### src/rtl/div_unit.sv
`default_nettype none
// ============================================================================
//  Module      : div_unit
//  Description : Iterative RV32M DIV/DIVU/REM/REMU unit for the Execute stage.
//                Restoring division, one quotient bit per cycle. Holds the
//                instruction in Execute through BusyE and honours FlushE.
//  Revision    : 1.0  initial release
// ============================================================================
module div_unit #(
  parameter int XLEN = 32
) (
  input  logic            clk,
  input  logic            reset_n,
  input  logic            StartE,
  input  logic [1:0]      FunctE,
  input  logic [XLEN-1:0] SrcAE,
  input  logic [XLEN-1:0] SrcBE,
  input  logic            FlushE,
  output logic            BusyE,
  output logic            ValidE,
  output logic [XLEN-1:0] ResultE
);

  localparam int CW = $clog2(XLEN) + 1;
  localparam logic [CW-1:0]   c_cntInit = CW'(XLEN);
  localparam logic [CW-1:0]   c_cntLast = CW'(1);
  localparam logic [XLEN-1:0] c_minNeg  = {1'b1, {(XLEN-1){1'b0}}};

  typedef enum logic [1:0] {
    IDLE = 2'd0,
    RUN  = 2'd1,
    DONE = 2'd2
  } state_t;

  state_t          r_state;
  state_t          w_stateNext;

  logic [XLEN-1:0] r_quo;      // dividend shifts out MSB-first, quotient shifts in
  logic [XLEN-1:0] r_rem;      // partial remainder (always below the divisor)
  logic [XLEN-1:0] r_divisor;
  logic [CW-1:0]   r_cnt;
  logic            r_signA;
  logic            r_signB;
  logic [1:0]      r_funct;
  logic [XLEN-1:0] r_result;

  logic            w_accept;
  logic            w_signedOp;
  logic            w_divZero;
  logic            w_overflow;
  logic            w_fast;
  logic [XLEN-1:0] w_fastRes;
  logic [XLEN-1:0] w_absA;
  logic [XLEN-1:0] w_absB;
  logic [XLEN:0]   w_shift;
  logic [XLEN+1:0] w_diff;
  logic            w_borrow;
  logic [XLEN-1:0] w_quoNext;
  logic [XLEN-1:0] w_remNext;
  logic            w_negQ;
  logic            w_negR;
  logic [XLEN-1:0] w_final;

  // Start decode, special-case detection and operand magnitudes
  always_comb begin
    w_accept   = StartE & ~FlushE;
    w_signedOp = ~FunctE[0];
    w_divZero  = (SrcBE == '0);
    w_overflow = w_signedOp & (SrcAE == c_minNeg) & (SrcBE == '1);
    w_fast     = w_divZero | w_overflow;
    if (w_divZero) begin
      w_fastRes = FunctE[1] ? SrcAE : '1;
    end else begin
      w_fastRes = FunctE[1] ? '0 : SrcAE;
    end
    w_absA = (w_signedOp & SrcAE[XLEN-1]) ? (~SrcAE + 1'b1) : SrcAE;
    w_absB = (w_signedOp & SrcBE[XLEN-1]) ? (~SrcBE + 1'b1) : SrcBE;
  end

  // One restoring step plus sign fix-up of the final step's outcome
  always_comb begin
    w_shift   = {r_rem, r_quo[XLEN-1]};
    // Extra top bit: the shifted remainder can exceed 2^XLEN, so borrow needs XLEN+2 bits
    w_diff    = {1'b0, w_shift} - {2'b00, r_divisor};
    w_borrow  = w_diff[XLEN+1];
    w_remNext = w_borrow ? w_shift[XLEN-1:0] : w_diff[XLEN-1:0];
    w_quoNext = {r_quo[XLEN-2:0], ~w_borrow};
    w_negQ    = ~r_funct[0] & (r_signA ^ r_signB);
    w_negR    = ~r_funct[0] & r_signA;
    if (r_funct[1]) begin
      w_final = w_negR ? (~w_remNext + 1'b1) : w_remNext;
    end else begin
      w_final = w_negQ ? (~w_quoNext + 1'b1) : w_quoNext;
    end
  end

  // State register
  always_ff @(posedge clk) begin
    if (!reset_n) begin
      r_state <= IDLE;
    end else begin
      r_state <= w_stateNext;
    end
  end

  // Next-state and handshake outputs
  always_comb begin
    w_stateNext = r_state;
    BusyE       = 1'b0;
    ValidE      = 1'b0;
    case (r_state)
      IDLE: begin
        BusyE = w_accept;
        if (w_accept) begin
          w_stateNext = w_fast ? DONE : RUN;
        end
      end
      RUN: begin
        BusyE = 1'b1;
        if (FlushE) begin
          w_stateNext = IDLE;
        end else if (r_cnt == c_cntLast) begin
          w_stateNext = DONE;
        end
      end
      DONE: begin
        // StartE is ignored here: it is still the instruction just completed
        ValidE      = 1'b1;
        w_stateNext = IDLE;
      end
      default: begin
        w_stateNext = IDLE;
      end
    endcase
  end

  // Datapath: operand capture, iteration and result register
  always_ff @(posedge clk) begin
    if (!reset_n) begin
      r_quo     <= '0;
      r_rem     <= '0;
      r_divisor <= '0;
      r_cnt     <= '0;
      r_signA   <= 1'b0;
      r_signB   <= 1'b0;
      r_funct   <= 2'b00;
      r_result  <= '0;
    end else begin
      case (r_state)
        IDLE: begin
          if (w_accept) begin
            r_quo     <= w_absA;
            r_rem     <= '0;
            r_divisor <= w_absB;
            r_cnt     <= c_cntInit;
            r_signA   <= SrcAE[XLEN-1];
            r_signB   <= SrcBE[XLEN-1];
            r_funct   <= FunctE;
            if (w_fast) begin
              r_result <= w_fastRes;
            end
          end
        end
        RUN: begin
          // A flushed divide leaves ResultE untouched
          if (!FlushE) begin
            r_quo <= w_quoNext;
            r_rem <= w_remNext;
            r_cnt <= r_cnt - 1'b1;
            if (r_cnt == c_cntLast) begin
              r_result <= w_final;
            end
          end
        end
        default: begin
        end
      endcase
    end
  end

  assign ResultE = r_result;

endmodule
`default_nettype wire
### config.mk
export PLATFORM = sky130hd
export DESIGN_NAME = div_unit
export DESIGN_NICKNAME = d
export VERILOG_FILES = /design/src/rtl/div_unit.sv
export SDC_FILE = /design/constraint.sdc
export NUM_CORES = 1
export LEC_CHECK = 0
export CAP_MARGIN = 20
export CORE_MARGIN = 10
export CORE_UTILIZATION = 56
export DETAILED_ROUTE_END_ITERATION = 8
export PLACE_DENSITY = 0.75
export SLEW_MARGIN = 20
export SYNTH_ARGS = -nofsm -noshare
export SYNTH_HDL_FRONTEND = slang
export SYNTH_SLANG_ARGS = --single-unit
### constraint.sdc
create_clock -name clk -period 6.9 [get_ports clk]
set_input_delay 1.38 -clock clk [delete_from_list [all_inputs] [get_ports clk]]
set_output_delay 1.38 -clock clk [all_outputs]
set_load 0.02 [all_outputs]
==> impl_metrics.csv, run 1 <==
group,metric,value,unit
worst_setup_path,startpoint,"r_divisor[25]",
synthesis,syn_area,11930,µm²
global_routing,grt.overflow.total,0,
worst_setup_path,crit_path_end_kind,"flip-flop",
synthesis,yosys_warnings,0,
timing,rsz0062_at_grt,"no",
worst_setup_path,critPathLaunchType,"flip-flop",
worst_setup_path,r2r_cells,15,
min_path,hold_class,"flip-flop to flip-flop",
final_layout,multi_input_area,8467,µm²
power_and_ir_drop,netSwitchingFraction,0.3400,
drt,top_layer_used,"met4",
clock_network,cts_setup_buffers,0,
floorplanning,die_x,166.0,µm
synthesis,syn_inst,1643,
worst_setup_path,rrSetupSlack,1.64,ns
placement,placed_area,13000,µm²
drt,drtPass1Iterations,6,
worst_setup_path,critPathArrivalTime,5.59,ns
drt,wirelength,40030,µm
placement,io_buffers,103,
final_layout,design_area,13620,µm²
synthesis,synth_mux_area_frac,0.01468,
final_layout,fin_nets,1780,
global_routing,grt_pass1_wl,63200,µm
placement,dp_hpwl,29410,µm
drt,ant_nets,0,
synthesis,yosys_most_used_dff,"dfxtp_1",
floorplanning,die_h,166.0,µm
final_layout,drive_gt1_frac,0.05526,
worst_setup_path,reg2reg_from,"r_divisor[25]",
power_and_ir_drop,seqPwrFrac,0.339,
clock_network,cts.sinks,140,
global_routing,grt_pass1_vias,11710,
power_and_ir_drop,p_int,1.707,mW
global_routing,globalRouteTotalUtil,0.2746,
worst_setup_path,cp.required,7.23,ns
clock_network,cts.reportedPaths.clkPinSlew,0.07,ns
clock_network,insertion_delay,0.45,ns
worst_setup_path,rr_endpoint,"ResultE[26]",
timing,slew_headroom,0.2291,
drt,vias,12820,
global_routing,grt_antenna_before_repair,0,
timing,tns,0,ns
min_path,min_to,"r_divisor[0]",
synthesis,synth_edf_count,0,
timing,drv_slew,0,
synthesis,synth_simple_gate_area_frac,0.2420,
timing,fmax,190.0,MHz
power_and_ir_drop,peakVddDrop,154.5,µV
clock_network,cts_resized,0,
drt,drc_errors,0,
clock_network,cts_buffers,17,
floorplanning,core.rowCount,53,
min_path,min_from,"r_divisor[0]",
drt,drtIter0Drc,1564,
synthesis,ys_seq_area_frac,0.2349,
floorplanning,start_util,0.5676,
power_and_ir_drop,switchingPower,879.3,µW
placement,gp_congestion,0.9453,
clock_network,cts_hold_buf,0,
worst_setup_path,worstPathMaxFanout,53,
timing,finalSetupViolations,0,
clock_network,clockBufferDepth,2,
job,max-cap-violations,0,
drt,route.met2.wl,18330,µm
final_layout,syn2layout_area_growth,14.16,%
drt,wl_met3,3453,µm
synthesis,syn_area_per_cell,7.263,µm²
synthesis,synth_compound_area_frac,0.2928,
drt,vias_per_cell,6.545,
timing,post-route-period-util,0.7626,
timing,min_period,5.262,ns
timing,hold_viol_final,0,
clock_network,cts_root_buf,"clkbuf_16",
timing,max_slew.worst_pin.slew,1.140,ns
final_layout,ff_latch_area,2804,µm²
power_and_ir_drop,p_clk_frac,0.383,
synthesis,ys_async_sr_fraction,0,
synthesis,syn_nets,1753,
floorplanning,die_area,27550,µm²
synthesis,ys_seq_elements,140,
final_layout,n_antenna_cell,0,
synthesis,synthAdderAreaFrac,0.06354,
synthesis,synthXorXnorAreaFrac,0.09322,
clock_network,cts_tree,"yes",
timing,clock_skew,0.009269,ns
floorplanning,coreArea,21020,µm²
drt,wl_met1,17130,µm
synthesis,yosys.cell_types.count,100,
clock_network,htreeDepth,4,
min_path,hold_path_depth,2,
worst_setup_path,critPathKind,"flip-flop to flip-flop",
drt,wl_per_cell,20.45,µm
global_routing,grt_max_degree,95,
power_and_ir_drop,power_frac_comb,0.278,
power_and_ir_drop,pwr_density_cell,189.9,nW/µm²
synthesis,synth_top_family_by_area,"compound AO/OA/AOI/OAI gates",
final_layout,num-fill-cells,1897,
status,status,"finished clean",
floorplanning,io_pins,104,
power_and_ir_drop,leakage,5.036,nW
[cell families after synthesis]
family / count (synthesis)
AOI/OAI and AO/OA: 521
xor gates and xnor gates: 127
adders and majority gates: 65
buffers and inverters: 173
DFF: 140
muxes: 17
and+or+nand+nor: 600
[power by group through the flow]
| stage | Clock [mW] | Sequential, mW | Combinational (mW) |
|---|---|---|---|
| 2_1_floorplan | 0 | 0.889 | 0.489 |
| 3_3_place_gp | 0 | 0.893 | 0.693 |
| 3_5_place_dp | 0 | 0.894 | 0.699 |
| 4_1_cts | 0.990 | 0.876 | 0.703 |
| 5_1_grt | 1.02 | 0.882 | 0.782 |
| 6_report | 0.990 | 0.878 | 0.719 |
[stage by stage]
step / utilization / hold slack (ns) / setup WS (ns) / power (mW) / cells
CTS: 0.6478 / 0.4638 / 1.786 / 2.569 / 1958
floorplan: - / 0.4400 / 2.061 / 1.378 / 1643
global placement: 0.6184 / 0.4505 / 1.625 / 1.585 / 1926
detailed placement: 0.6184 / 0.4551 / 1.513 / 1.593 / 1926
global route: 0.6480 / 0.4944 / 1.304 / 2.685 / 1958
finish: 0.6480 / 0.4615 / 1.638 / 2.586 / 1958
[final cells by class]
cell class / count / share of cell area
Multi-Input combinational cell: 1330 / 0.6216
Sequential cell: 140 / 0.2058
Timing Repair Buffer: 120 / 0.08506
Clock buffer: 21 / 0.03380
Tap cell: 275 / 0.02526
Inverter: 61 / 0.01690
Clock inverter: 11 / 0.01157
[layout by cell type (no fill, tap or decap), types with 19 or more instances in the layout]
cell type        instances
nor2_1                 195
nand4_1                 21
inv_1                   59
nand3_1                 25
dfxtp_1                139
nand2_1                152
a22oi_1                 39
nor4_1                  23
maj3_1                  25
or3_1                   28
ha_1                    39
a31oi_1                 19
clkdlybuf4s50_1        103
nor3_1                  54
xor2_1                  60
o21ai_0                 84
a21oi_1                162
a211oi_1                51
xnor2_1                 67
[metal layers]
metal  vias to the layer above  GRT usage
li1                       6054          -
met2                       655     0.4391
met5                         -          0
met4                         0    0.09707
met3                        79    0.05088
met1                      6027     0.3610
[cell usage after synthesis (all sizes together), types with 11 or more instances]
| master | n | share of area |
|---|---|---|
| xnor2 | 67 | 0.049 |
| mux2i | 13 | 0.011 |
| xor2 | 60 | 0.044 |
| nor4 | 24 | 0.013 |
| dfxtp | 140 | 0.23 |
| a31oi | 19 | 0.010 |
| a21oi | 163 | 0.069 |
| o211ai | 15 | 0.0099 |
| nand2b | 15 | 0.0079 |
| ha | 39 | 0.041 |
| and2 | 14 | 0.0073 |
| nor2b | 11 | 0.0058 |
| nand2 | 153 | 0.048 |
| nand3 | 25 | 0.010 |
| a21o | 17 | 0.011 |
| buf | 40 | 0.017 |
| maj3 | 25 | 0.021 |
| or4 | 12 | 0.0079 |
| inv | 61 | 0.019 |
| clkbuf | 72 | 0.023 |
| a22oi | 39 | 0.025 |
| a211oi | 53 | 0.035 |
| nor2 | 198 | 0.062 |
| nor3 | 57 | 0.026 |
| and3 | 13 | 0.0068 |
| nand4 | 23 | 0.013 |
| o21ai | 96 | 0.041 |
| o31ai | 19 | 0.013 |
| or3 | 28 | 0.015 |
[critical path: stages (launching register included)]
cell and delay, ns:
dfxtp_1 0.41, inv_1 0.06, ha_1 0.53, nand2_1 0.12, nor2_1 0.29, and3_1 0.29
o311ai_4 0.16, nand2_2 0.22, buf_4 0.53, inv_1 0.45, buf_4 0.37, o41ai_1 1.02
nor4_1 0.18, a31o_1 0.28, a21oi_1 0.12, o21ai_1 0.08
[how the worst max path moves through the flow]
| stage | to | slack, ns | depth (start not counted) |
|---|---|---|---|
| after global placement | ResultE[31] | 1.63 | 15 |
| after detailed placement | ResultE[31] | 1.51 | 15 |
| after floorplan | ResultE[16] | 2.06 | 23 |
| final | ResultE[26] | 1.64 | 15 |
| after CTS | ResultE[18] | 1.79 | 14 |
| after global routing | ResultE[16] | 1.30 | 18 |
[sequential cells by signal, summed over array words and instances (netlist names)]
signal,count
ResultE,32
r_divisor,32
r_quo,32
r_rem,32
r_cnt,6
r_funct,2
r_state,2
r_signA,1
r_signB,1
(Power assumes the default switching activity.)
==> run 2: changes to the inputs <==
--- a/config.mk
+++ b/config.mk
@@ -7,7 +7,7 @@
 export LEC_CHECK = 0
 export CAP_MARGIN = 20
 export CORE_MARGIN = 10
-export CORE_UTILIZATION = 56
+export CORE_UTILIZATION = 54
 export DETAILED_ROUTE_END_ITERATION = 8
 export PLACE_DENSITY = 0.75
 export SLEW_MARGIN = 20
==> constraint.sdc (replaced) <==
create_clock -name clk -period 4.45 [get_ports clk]
set_input_delay 0.89 -clock clk [delete_from_list [all_inputs] [get_ports clk]]
set_output_delay 0.89 -clock clk [all_outputs]
set_load 0.02 [all_outputs]
==> run 2 against run 1 <==
Sequential power increased by 55%. Combinational power rose by 72%. Global-route usage grew 0.27 points. Power grew 60%. Design area rose by 6.7%. Clock-buffer cell count fell by 4. Final cell count grew 4.7%. Sequential share of layout area fell by 1.3 points. Critical path type is now input port to flip-flop. Critical endpoint is now ResultE[31]. Largest cell class unchanged. Largest power group unchanged. Highest routed layer unchanged.
==> impl_metrics.csv, run 2 (synthesized netlist as in run 1, its figures left out) <==
group,metric,value,unit
global_routing,globalRouteTotalUtil,0.2773,
clock_network,insertion_delay,0.43,ns
worst_setup_path,critPathKind,"input port to flip-flop",
final_layout,mostFrequentLayoutCell,"nor2_1",
global_routing,met1_usage,0.3631,
timing,finalSetupViolations,0,
clock_network,clockBufferDepth,2,
clock_network,htreeDepth,4,
drt,vias_per_cell,6.437,
timing,min_period,4.326,ns
power_and_ir_drop,pwr_density_cell,284.8,nW/µm²
timing,tns,0,ns
worst_setup_path,worst-path-buf-inv,3,
timing,post-route-period-util,0.9721,
placement,dp.cells,2015,
timing,fmax,231.2,MHz
final_layout,n_antenna_cell,0,
final_layout,num-fill-cells,1951,
power_and_ir_drop,peakVddDrop,229.4,µV
placement,dp_hpwl,31100,µm
drt,wirelength,41650,µm
final_layout,mostFrequentLayoutCells,"194 x nor2_1, 157 x a21oi_1, 152 x nand2_1, 135 x dfxtp_1",
final_layout,syn2layout_area_growth,21.82,%
worst_setup_path,cp_cell_sequence,"clkdlybuf4s50_1 -> inv_1 -> ha_1 -> or3b_2 -> nor3_1 -> nand2_1 -> nor2_1 -> a21oi_1 -> a221o_1 -> buf_4 -> a21oi_1 -> o21ai_0 -> a32oi_1 -> nand2_1",
timing,slew_headroom,0.3773,
floorplanning,coreArea,21760,µm²
drt,wl_per_cell,20.31,µm
worst_setup_path,worstPathMaxFanout,12,
worst_setup_path,critPathArrivalTime,4.64,ns
min_path,hold_class,"flip-flop to flip-flop",
timing,clock_skew,0.009688,ns
placement,io_buffers,103,
worst_setup_path,crit_path_max_incr_delay,0.55,ns
status,status,"finished clean",
timing,rsz0062_at_grt,"yes",
global_routing,met2_usage,0.4500,
drt,drc_errors,0,
final_layout,multi_input_area,8671,µm²
worst_setup_path,cp_slowest_cell,"a221o_1",
clock_network,cts_root_buf,"clkbuf_16",
final_layout,ff_latch_area,2809,µm²
global_routing,grt_max_degree,118,
clock_network,cts_tree,"yes",
power_and_ir_drop,leakage,5.522,nW
clock_network,cts.reportedPaths.clkPinSlew,0.06,ns
worst_setup_path,cp.required,4.77,ns
timing,drv_slew,0,
clock_network,cts.sinks,140,
clock_network,cts_hold_buf,0,
drt,ant_nets,0,
final_layout,drive_gt1_frac,0.1237,
global_routing,grt_pass1_vias,12260,
power_and_ir_drop,p_total,4.140,mW
floorplanning,die_area,28440,µm²
clock_network,cts_buffers,17,
worst_setup_path,crit_path_end_kind,"flip-flop",
final_layout,fin_nets,1869,
global_routing,grt_antenna_before_repair,0,
global_routing,grt_pass1_wl,65220,µm
final_layout,stdcell_count,2051,
floorplanning,die_x,168.7,µm
job,max-cap-violations,0,
floorplanning,die_h,168.7,µm
drt,vias,13200,
global_routing,use_met3,0.04470,
worst_setup_path,path_delay_family,"simple AND/OR/NAND/NOR gates",
timing,holdWs,0.4668,ns
global_routing,grt.overflow.total,0,
timing,max_slew.worst_pin.slew,0.9243,ns
timing,hold_viol_final,0,
placement,gp_congestion,0.9635,
floorplanning,core.rowCount,54,
floorplanning,io_pins,104,
global_routing,top_usage_layer,"met2",
drt,drtPass1Iterations,6,
drt,drtIter0Drc,1502,
floorplanning,start_util,0.5485,
worst_setup_path,critPathLaunchType,"input port",
-- run 2: changes by cell type in the layout (fill, tap and decap cells not counted), sizes merged --
| cell | delta |
|---|---|
| buf | +89 |
| clkbuf | -4 |
| clkinvlp | +2 |
| bufinv | +1 |
| clkinv | +1 |
| inv | -1 |
-- run 2: metal layers --
| metal | wire length (µm) | up-vias |
|---|---|---|
| li1 | - | 6238 |
| met1 | 17510 | 6267 |
| met2 | 19580 | 622 |
| met3 | 3430 | 75 |
| met4 | 1131 | 0 |
| met5 | 0 | - |
-- run 2: per-stage QoR --
step | area, µm² | setup WS (ns) | util
after floorplan | 12050 | 0.01456 | -
after global placement | 13750 | -0.07946 | 0.6321
after detailed placement | 13750 | -0.09344 | 0.6321
after CTS | 14370 | 0.06001 | 0.6606
after global routing | 14540 | -0.03470 | 0.6682
final | 14540 | 0.1242 | 0.6682
-- run 2: final timing paths --
| check | startpoint | to | depth (start not counted) | slack (ns) |
|---|---|---|---|---|
| worst min register to register | r_divisor[0] | r_divisor[0] | 2 | 0.47 |
| worst max register to register | r_quo[31] | ResultE[25] | 15 | 0.19 |
| worst min-delay path | r_divisor[0] | r_divisor[0] | 2 | 0.47 |
| worst max-delay path | SrcAE[0] | ResultE[31] | 14 | 0.12 |
-- run 2: final cells by class --
type / count / share of cell area
multi-input combinational: 1330 / 0.5965
sequential: 140 / 0.1932
timing repair buffer: 209 / 0.1276
clock buffer: 17 / 0.02927
tap: 280 / 0.02410
inverter: 61 / 0.01584
clock inverter: 14 / 0.01343
-- run 2: power by group --
group	switching (mW)	internal, mW
clock	0.603	0.937
combinational	0.732	0.503
sequential	0.0567	1.31
-- run 2: repair_timing --
action	4_1_cts	5_1_grt
setup endpoints to repair	0	13
setup buffers	0	5
gates resized for setup	0	21
-- run 2: worst register-to-register path, cell delays in order, from the launching register on --
cell and delay (ns):
dfxtp_1 0.35, inv_1 0.11, ha_1 0.18, inv_1 0.06, fa_1 0.39, a21o_1 0.21, a221oi_4 0.40, nor3_1 0.18
or3_1 0.41, a41oi_1 0.31, xor2_2 0.30, a32oi_1 0.24, o41ai_2 0.42, xor2_1 0.31, a21oi_1 0.13, nor3_1 0.18
==> run 3: changes to the inputs <==
--- a/config.mk
+++ b/config.mk
@@ -9,7 +9,7 @@
 export CORE_MARGIN = 10
 export CORE_UTILIZATION = 54
 export DETAILED_ROUTE_END_ITERATION = 8
-export PLACE_DENSITY = 0.75
+export PLACE_DENSITY = 0.8
 export SLEW_MARGIN = 20
 export SYNTH_ARGS = -nofsm -noshare
 export SYNTH_HDL_FRONTEND = slang
==> run 3 against run 2 <==
Final cell count is essentially flat. Power increased by 1.5%. Clock power rose by 5%. Via count grew 0.26%. Hold slack about the same. Clock-buffer cell count increased by 1. First-iteration DRC count shrank 3.8%. Register-to-register slack got worse by 0.07 ns. Global-route usage down 0.36 points. Largest cell class unchanged. Largest power group unchanged.
==> impl_metrics.csv, run 3 (synthesized netlist as in run 1, its figures left out) <==
group,metric,value,unit
floorplanning,die_area,28440,µm²
drt,drtIter0Drc,1445,
worst_setup_path,rr_endpoint,"ResultE[28]",
timing,min_period,4.328,ns
placement,io_buffers,103,
clock_network,clockBufferDepth,2,
timing,holdWs,0.4664,ns
job,max-cap-violations,0,
worst_setup_path,critPathLaunchType,"flip-flop",
worst_setup_path,cp.required,4.81,ns
drt,vias_per_cell,6.450,
global_routing,grt_antenna_before_repair,0,
clock_network,htreeDepth,4,
min_path,hold_class,"flip-flop to flip-flop",
worst_setup_path,critPathArrivalTime,4.69,ns
global_routing,globalRouteTotalUtil,0.2736,
worst_setup_path,cp_slowest_cell,"o31ai_4",
worst_setup_path,crit_path_frequent_cell,"buf_4",
placement,pre_cts_ws,0.01609,ns
timing,slew_headroom,0.3978,
worst_setup_path,crit_path_end_kind,"flip-flop",
worst_setup_path,worstPathMaxFanout,5,
global_routing,grt_max_degree,96,
floorplanning,io_pins,104,
timing,max_slew.worst_pin.slew,0.9015,ns
final_layout,drive_gt1_frac,0.1270,
worst_setup_path,cp_cell_sequence,"inv_1 -> ha_1 -> nor2b_2 -> o31ai_4 -> a211oi_4 -> o311ai_4 -> nand2_4 -> mux2i_2 -> ha_2 -> nor4b_4 -> a41oi_2 -> buf_4 -> nor3_2 -> a41oi_1 -> nor3_2 -> buf_4 -> o2111ai_2 -> buf_4 -> mux2i_1 -> nand4_1 -> a31oi_1",
clock_network,cts_tree,"yes",
drt,wirelength,41030,µm
drt,wl_per_cell,19.99,µm
final_layout,syn2layout_area_growth,21.97,%
timing,hold_viol_final,0,
worst_setup_path,reg2reg_from,"r_divisor[1]",
final_layout,n_antenna_cell,0,
timing,post-route-period-util,0.9726,
worst_setup_path,endpoint,"ResultE[28]",
timing,finalSetupViolations,0,
status,status,"finished clean",
worst_setup_path,r2r_cells,21,
timing,finalWorstSetupSlack,0.1219,ns
worst_setup_path,rrSetupSlack,0.12,ns
drt,drc_errors,0,
drt,ant_nets,0,
global_routing,grt_pass1_wl,64970,µm
floorplanning,start_util,0.5485,
clock_network,cts_root_buf,"clkbuf_16",
floorplanning,coreArea,21760,µm²
worst_setup_path,startpoint,"r_divisor[1]",
final_layout,mostFrequentLayoutCell,"nor2_1",
drt,vias,13240,
timing,fmax,231.0,MHz
drt,drtPass1Iterations,5,
power_and_ir_drop,peakVddDrop,225.9,µV
placement,placed_area,13740,µm²
power_and_ir_drop,pwr_density_cell,288.8,nW/µm²
timing,drv_slew,0,
global_routing,grt_pass1_vias,12430,
clock_network,cts.reportedPaths.clkPinSlew,0.06,ns
worst_setup_path,crit_path_max_incr_delay,0.34,ns
floorplanning,die_x,168.7,µm
final_layout,design_area,14550,µm²
floorplanning,core.rowCount,54,
power_and_ir_drop,leakage,5.539,nW
placement,dp_hpwl,30670,µm
final_layout,mostFrequentLayoutCells,"193 x nor2_1, 156 x a21oi_1, 152 x nand2_1, 135 x dfxtp_1, 104 x buf_4",
timing,clock_skew,0.008209,ns
clock_network,cts.sinks,140,
placement,gp_congestion,0.9830,
final_layout,fin_nets,1869,
worst_setup_path,critPathKind,"flip-flop to flip-flop",
floorplanning,die_h,168.7,µm
clock_network,insertion_delay,0.44,ns
clock_network,cts_hold_buf,0,
global_routing,grt.overflow.total,0,
clock_network,cts_buffers,17,
-- run 3: changes by cell type in the layout (fill, tap and decap cells not counted), sizes merged --
cell      change
clkinv        +2
bufinv        +1
clkinvlp      -3
clkbuf        +1
-- run 3: power by group --
group          switching, mW  internal [mW]
clock network          0.616          0.997
logic                  0.727          0.498
registers             0.0563           1.31
-- run 3: layer usage --
layer	up-vias	GRT usage	part of all wire
met5	-	0	0
met4	0	0.09955	0.032
met3	110	0.05025	0.085
met2	648	0.4491	0.46
met1	6228	0.3501	0.42
li1	6250	-	-
-- run 3: repair_timing --
item | 4_1_cts | 5_1_grt
pin swaps | 0 | 10
gates resized for setup | 1 | 24
setup endpoints to repair | 2 | 15
setup buffers | 0 | 5
endpoints found under the hold margin | 0 | 0
-- run 3: worst min-delay path by stage --
| stage | from | end | slack [ns] | cells past startpoint |
|---|---|---|---|---|
| finish | ResultE[9] | ResultE[9] | 0.47 | 2 |
| global route | r_divisor[0] | r_divisor[0] | 0.48 | 2 |
| CTS | ResultE[9] | ResultE[9] | 0.47 | 2 |
| detailed placement | ResultE[9] | ResultE[9] | 0.46 | 2 |
| global placement | ResultE[9] | ResultE[9] | 0.45 | 2 |
| floorplan | r_divisor[0] | r_divisor[0] | 0.44 | 2 |
-- run 3: cell type report --
cell class                 count  area (µm²)
fill                        1846        7202
timing repair buffer         209        1843
tap                          280       350.3
sequential                   140        2809
multi-input combinational   1330        8676
inverter                      61       230.2
clock buffer                  18       429.2
clock inverter                14       216.5
-- run 3: critical path: cells and delay by family, from the launching register on --
family | cells | cell delay (ns)
multiplexers | 2 | 0.38
flip-flops | 1 | 0.32
AND/OR/NAND/NOR | 6 | 1.08
adder cells (fa/ha/maj) | 2 | 0.52
buffers and inverters | 4 | 0.60
AO/OA/AOI/OAI | 7 | 1.35
-- run 3: stage by stage --
step	util	power (mW)	std cells	TNS, ns
after global placement	0.6315	2.535	2015	0
after global routing	0.6690	4.357	2052	-0.1328
after floorplan	-	2.154	1643	0
after CTS	0.6614	4.153	2047	0
final	0.6690	4.203	2052	0
after detailed placement	0.6315	2.557	2015	0
